File: src/rtl/debug_clk_gen.sv
// Debug clock generator: one divided, glitch-free waveform fanned out
// to gated channels, with stop, free-run, single-step and burst modes.
module debug_clk_gen #(
  parameter int COUNTER_BITS = 32,
  parameter int BURST_BITS   = 16,
  parameter int NUM_CH       = 4
) (
  input  logic                    clk,
  input  logic                    reset,
  input  logic [1:0]              mode,
  input  logic [COUNTER_BITS-1:0] divider,
  input  logic [NUM_CH-1:0]       ch_enable,
  input  logic                    step,
  input  logic                    start,
  input  logic [BURST_BITS-1:0]   burst_len,
  output logic [NUM_CH-1:0]       clk_o,
  output logic                    busy,
  output logic                    done
);

  typedef enum logic [1:0] {
    IDLE   = 2'd0,
    RUN    = 2'd1,
    FINISH = 2'd2
  } state_t;

  localparam logic [1:0] M_AUTO  = 2'd1;
  localparam logic [1:0] M_STEP  = 2'd2;
  localparam logic [1:0] M_BURST = 2'd3;

  state_t                  state, state_nxt;
  logic [COUNTER_BITS-1:0] cnt, cnt_nxt;
  logic [COUNTER_BITS-1:0] per, per_nxt;
  logic [NUM_CH-1:0]       mask, mask_nxt;
  logic [BURST_BITS-1:0]   rem, rem_nxt;
  logic                    auto_run, auto_nxt;
  logic                    s1, s2, s3;
  logic [2:0]              prime;
  logic                    rise;
  logic                    load;
  logic                    last;
  logic [COUNTER_BITS-1:0] p_new;
  logic [NUM_CH-1:0]       clk_nxt;

  // prime gates edge detection until s3 holds a real post-reset sample,
  // so a step held high across reset is not seen as an edge
  assign rise  = prime[2] & s2 & ~s3;
  assign p_new = (divider < COUNTER_BITS'(2)) ? COUNTER_BITS'(2) : divider;
  assign last  = (cnt == per - COUNTER_BITS'(1));

  always_comb begin
    state_nxt = state;
    cnt_nxt   = cnt;
    per_nxt   = per;
    mask_nxt  = mask;
    rem_nxt   = rem;
    auto_nxt  = auto_run;
    load      = 1'b0;
    unique case (state)
      IDLE: begin
        unique case (mode)
          M_AUTO: begin
            state_nxt = RUN;
            auto_nxt  = 1'b1;
            load      = 1'b1;
          end
          M_STEP: begin
            if (rise) begin
              state_nxt = RUN;
              auto_nxt  = 1'b0;
              rem_nxt   = BURST_BITS'(1);
              load      = 1'b1;
            end
          end
          M_BURST: begin
            if (start && burst_len != '0) begin
              state_nxt = RUN;
              auto_nxt  = 1'b0;
              rem_nxt   = burst_len;
              load      = 1'b1;
            end else if (start) begin
              state_nxt = FINISH;
            end
          end
          default: ;
        endcase
      end
      RUN: begin
        if (!last) begin
          cnt_nxt = cnt + COUNTER_BITS'(1);
        end else if (auto_run) begin
          if (mode == M_AUTO) load = 1'b1;
          else state_nxt = IDLE;
        end else if (rem <= BURST_BITS'(1)) begin
          rem_nxt   = '0;
          state_nxt = FINISH;
        end else begin
          rem_nxt = rem - BURST_BITS'(1);
          load    = 1'b1;
        end
      end
      FINISH:  state_nxt = IDLE;
      default: state_nxt = IDLE;
    endcase
    if (load) begin
      cnt_nxt  = '0;
      per_nxt  = p_new;
      mask_nxt = ch_enable;
    end
  end

  always_comb begin
    clk_nxt = '0;
    if (state == RUN && cnt < (per >> 1)) clk_nxt = mask;
  end

  always_ff @(posedge clk) begin
    if (reset) begin
      state    <= IDLE;
      cnt      <= '0;
      per      <= '0;
      mask     <= '0;
      rem      <= '0;
      auto_run <= 1'b0;
      s1       <= 1'b0;
      s2       <= 1'b0;
      s3       <= 1'b0;
      prime    <= '0;
      clk_o    <= '0;
    end else begin
      state    <= state_nxt;
      cnt      <= cnt_nxt;
      per      <= per_nxt;
      mask     <= mask_nxt;
      rem      <= rem_nxt;
      auto_run <= auto_nxt;
      s1       <= step;
      s2       <= s1;
      s3       <= s2;
      prime    <= {prime[1:0], 1'b1};
      clk_o    <= clk_nxt;
    end
  end

  assign busy = (state != IDLE);
  assign done = (state == FINISH);

endmodule

File: config.mk
export PLATFORM = sky130hd
export DESIGN_NAME = debug_clk_gen
export DESIGN_NICKNAME = d
export VERILOG_FILES = /design/src/rtl/debug_clk_gen.sv
export SDC_FILE = /design/constraint.sdc
export NUM_CORES = 1
export LEC_CHECK = 0
export CAP_MARGIN = 20
export CORE_MARGIN = 1
export CORE_UTILIZATION = 40
export CTS_CLUSTER_SIZE = 14
export DETAILED_ROUTE_END_ITERATION = 8
export PLACE_DENSITY_LB_ADDON = 0.12
export SLEW_MARGIN = 20
export SYNTH_ARGS = -nofsm -noshare
export SYNTH_HDL_FRONTEND = slang
export SYNTH_SLANG_ARGS = --single-unit
File: constraint.sdc
create_clock -name clk -period 4.07 [get_ports clk]
set_input_delay 0.407 -clock clk [delete_from_list [all_inputs] [get_ports clk]]
set_output_delay 0.407 -clock clk [all_outputs]
set_load 0.03 [all_outputs]
Word-level counts from Yosys, hierarchy flattened
Cells that the tools add are included.
{"block": "word_totals", "regBits": 97, "out_inout_bits": 6}
{"block": "classes", "addsub": 3, "magnitude_cmp": 3, "eq_ne": 17, "mux": 29, "bitwise": 5, "reduce_logical": 13}
{"op": "$mux W16", "n": 5}
{"op": "$pmux W16 S2", "n": 2}
{"op": "$add A32 B1 Y32 const B", "n": 1}
{"op": "$eq A32 B32 Y1", "n": 1}
{"op": "$lt A32 B2 Y1 const B", "n": 1}
{"op": "$lt A32 B31 Y1", "n": 1}
{"op": "$mux W32", "n": 1}
{"op": "$sub A32 B1 Y32 const B", "n": 1}
{"op": "$le A16 B1 Y1 const B", "n": 1}
{"op": "$reduce_bool A16 Y1", "n": 1}
{"op": "$sub A16 B1 Y16 const B", "n": 1}
{"op": "$mux W2", "n": 7}
{"op": "$ne A3 B3 Y1 const B", "n": 4}
{"op": "$reduce_and A6 Y1", "n": 2}
{"op": "$mux W1", "n": 9}
{"op": "$ne A2 B2 Y1 const B", "n": 4}
{"op": "$eq A2 B2 Y1 const B", "n": 3}
{"op": "$pmux W1 S3", "n": 2}
{"op": "$pmux W2 S3", "n": 1}
{"op": "$eq A2 B1 Y1 const B", "n": 2}
{"op": "$ne A4 B2 Y1 const B", "n": 1}
{"op": "$ne A4 B4 Y1 const B", "n": 1}
{"op": "$pmux W2 S2", "n": 1}
{"op": "$reduce_and A4 Y1", "n": 1}
{"op": "other kinds (10)", "n": 16}

Logic depth before layout (Yosys ltp)
Gate-level depths: netlist of the first run.
{"block": "logic_depth", "ltp_word": 6, "mapped_depth": 14, "ltp_nobuf": 11}

Worst setup path after synthesis of the first run
No wires, ideal clock.
{"block": "synth_path", "kind": "reg2reg", "start": "reg per[1]", "end": "reg per[26]", "setup_ns": 0.067, "arrival_time_ns": 3.165, "slack_ns": 0.838, "stages_incl_launch_ff": 15, "path_cell_list": "dfxtp_1 > inv_1 > ha_1 > nor2b_1 > nand3_1 > or4_1 > a211oi_1 > o211a_1 > nand4_4 > or3_1 > buf_2 > and2_1 > buf_6 > buf_6 > o21ai_2"}
{"block": "synth_between", "elab_chain_cells": 4}
{"item": "from (decl)", "line": "33", "text": "logic [COUNTER_BITS-1:0] per, per_nxt;"}
{"item": "from (signal assigned)", "line": "133", "text": "per <= per_nxt;"}
{"item": "$sub A32 B1 Y32", "line": "49", "text": "assign last = (cnt == per - COUNTER_BITS'(1));"}
{"item": "$eq A32 B32 Y1", "line": "49"}
{"item": "$mux W1", "line": "89", "text": "if (!last) begin"}
{"item": "$pmux W1 S2", "line": "59", "text": "unique case (state)"}
No other way between the ends.
A chain may end at the register's enable or synchronous reset.

Worst setup path in the final report of the first run
{"block": "layout_path", "start": "reg per[9]", "end": "reg per[4]"}
Same word-level chain as after synthesis.

==> results of run 1 <==
## cell usage after synthesis (6+ instances only)
master	instances	share of area
a21oi_1	44	0.034
nand2b_1	6	0.0057
a32o_1	6	0.0092
and2_1	8	0.0076
a31oi_1	6	0.0057
nor4_1	26	0.025
o21ai_0	21	0.016
a211oi_1	13	0.015
xor2_1	23	0.031
nor3_1	25	0.019
mux2i_1	7	0.011
xnor2_1	28	0.037
nor2b_1	13	0.012
or3_1	8	0.0076
dfxtp_1	97	0.30
buf_2	11	0.0084
nand4_1	50	0.048
or4_1	26	0.030
nor2_1	53	0.030
nand2_1	80	0.046
ha_1	34	0.065
clkbuf_1	32	0.018
inv_1	43	0.025
and3_1	12	0.011
o31ai_1	20	0.023
nand3_1	21	0.016
a22oi_1	6	0.0069
a21o_1	14	0.016
o21ai_2	30	0.040
## worst max-delay path: stages (launching register included)
cell and delay, ns:
dfxtp_1 0.38, nor4_2 0.58, nand4_1 0.23, or4_1 0.54, a211oi_1 0.26, o211a_1 0.23
nand4_4 0.23, or3_1 0.40, and2_2 0.42, buf_12 0.26, o21ai_2 0.13
## what timing repair did
item,CTS,global route
resized for setup,0,1
endpoints found under the hold margin,0,0
endpoints found under the setup margin,0,37
## power groups by stage
stage	sequential (mW)	combinational [mW]	clock, mW
after floorplan	1.09	0.771	0
after global placement	1.12	1.05	0
after detailed placement	1.12	1.06	0
after CTS	1.10	1.06	0.893
after global routing	1.12	1.18	0.933
final	1.10	1.07	0.871
## worst max path at each step
stage                 start  endpoint  slack [ns]
floorplan            per[1]   per[26]        0.84
global placement    per[23]    per[3]        0.27
detailed placement  per[23]    per[4]        0.26
CTS                 per[23]    per[4]        0.24
global route        per[23]    per[8]        0.02
finish               per[9]    per[4]        0.30
## per-stage QoR
step	cell area, µm²	setup WS (ns)	total power [mW]
2_1_floorplan	6560	0.838	1.86
3_3_place_gp	7420	0.272	2.17
3_5_place_dp	7420	0.260	2.18
4_1_cts	7720	0.238	3.06
5_1_grt	7720	0.0167	3.23
6_report	7720	0.302	3.04
## metal layers
layer  global-route usage  up-vias  share of wire
li1                     -     3146              -
met1                0.333     3008           0.48
met2                0.383      146           0.47
met3               0.0426       17          0.044
met4               0.0643        0          0.012
met5                    0        -              0
## cells by family after synthesis
group	after synthesis	synth area share
adder cells (fa/ha/maj)	34	0.0649
buffers and inverters	92	0.0605
flip-flops	97	0.296
XOR/XNOR	51	0.0681
AND/OR/NAND/NOR	347	0.288
AO/OA/AOI/OAI	194	0.212
multiplexers	7	0.0107
## flip-flops by register name, indices dropped and copies added, names as in the netlist
register,cells
auto_run,1
s1,1
s2,1
s3,1
cnt,32
mask,4
prime,3
clk_o,4
rem,16
per,32
state,2
## placed cells by master, fill, tap and decap left out, drive strengths merged, types with 28 or more instances in the layout
cell            n
nor4           29
nor2           53
dfxtp          97
a21oi          44
nand2          81
o21ai          54
nand4          51
ha             34
xnor2          28
inv            47
clkdlybuf4s50  63
## layout make-up
class	instances	area (µm²)	area share
sequential	97	1940	0.252
timing repair buffer	83	818	0.106
multi-input combinational	633	4230	0.548
tap	216	270	0.0350
clock buffer	9	225	0.0292
clock inverter	7	71.3	0.00924
inverter	43	161	0.0209
==> impl_metrics.ini, run 1 <==
[finish]
drive_gt1_frac = 0.0963
final_nets = 959
area_delta_synth_final_pct = 17.7
fin_util = 0.484
num_antenna_cells = 0
final_cells = 1088
nFillCells = 1555

[clocking]
cts_hold_buf = 0
clock_latency_ns = 0.36
cts.sinks = 97
cts_buffer_depth = 2
cts_root_buf = clkbuf_16
path_clk_slew_ns = 0.08
cts_tree = yes
cts_setup_buffers = 0
cts_htree_levels = 3
cts_buffers = 9

[die]
fp.dieH_um = 130
start_util = 0.411
core_area_mm2 = 0.0159
fp.dieArea_mm2 = 0.0169
ios = 64
std_cell_rows = 46
die_w_um = 130

[timing]
fin_hold_ws_ns = 0.436
finalMaxSlewViolations = 0
layout_min_cycle_time_ns = 3.77
fmax_mhz = 265
setup_viol = 0
finalCritPeriodShare = 0.926
tns_ns = 0
skew_ns = 0.0107
maxSlewHeadroom = 0.292
worst_slew_pin_slew_ns = 1.06
rsz0062_at_grt = no
final-hold-violation-count = 0

[setup_path]
worstSetupPathType = register to register
critical_path_arrival_ns = 4.07
cp-end-kind = register
critPathMaxFanout = 22
reg2reg_from = per[9]
r2r_cells = 10
rrSetupSlack_ns = 0.30
start_kind = register
r2r-end = per[4]
required_ns = 4.37

[global_routing]
grt_overflow = 0
grt_max_degree = 49
grt_pass1_wl_mm = 31.6
grt_antenna_before_repair = 0
grt_pass1_vias = 5950
grtUsageTotal = 0.241

[synth]
ys.flop_type = dfxtp_1
ys.warnings.count = 0
synth_seq_cells = 97
synth-async-reset-ratio = 0
synthDistinctLibCells = 62
syn-cell-area_mm2 = 0.00656
synth_cells = 822
synth_seq_area_share = 0.296
syn_area_per_cell_um2 = 7.98
synth_nets = 914
synth_edf_count = 0

[routing]
vias_per_cell = 5.81
initialDrtViolationCount = 446
num_vias = 6317
drt_pass1_iterations = 5
totalWireLength_mm = 19.3
drc = 0
drt.antenna.violating_nets = 0
drt-wirelength-per-cell_um = 17.7

[power_and_ir_drop]
clkPwrFrac = 0.286
p_seq_frac = 0.363
internal-power_mw = 1.89
worst_ir_drop_vdd_mv = 0.230
p_per_area_mw_per_mm2 = 394
swShare = 0.378
p_comb_frac = 0.351
p_leak_nw = 2.87
switchingPower_mw = 1.15

[flow_run]
cap_viol_max_count = 0

[hold_path]
min_to = prime[2]
holdCritStartpoint = prime[1]
hold_depth = 1
hp-class = register to register

[placement]
gp_congestion = 0.885
port_buffers = 63
dp_hpwl_mm = 14.5
dp_cells = 1072

[status]
status = finished, final reports clean
Power figures use the tool's default switching activity.
==> run 2: changes to the inputs <==
--- a/constraint.sdc
+++ b/constraint.sdc
@@ -3,2 +3,2 @@
 set_output_delay 0.407 -clock clk [all_outputs]
-set_load 0.03 [all_outputs]
+set_load 0.05 [all_outputs]
==> results of run 2 <==
Same layout as run 1 (identical final DEF). Status: finished, final reports clean.
Among the figures that moved: total power 3.04 mW -> 3.05 mW
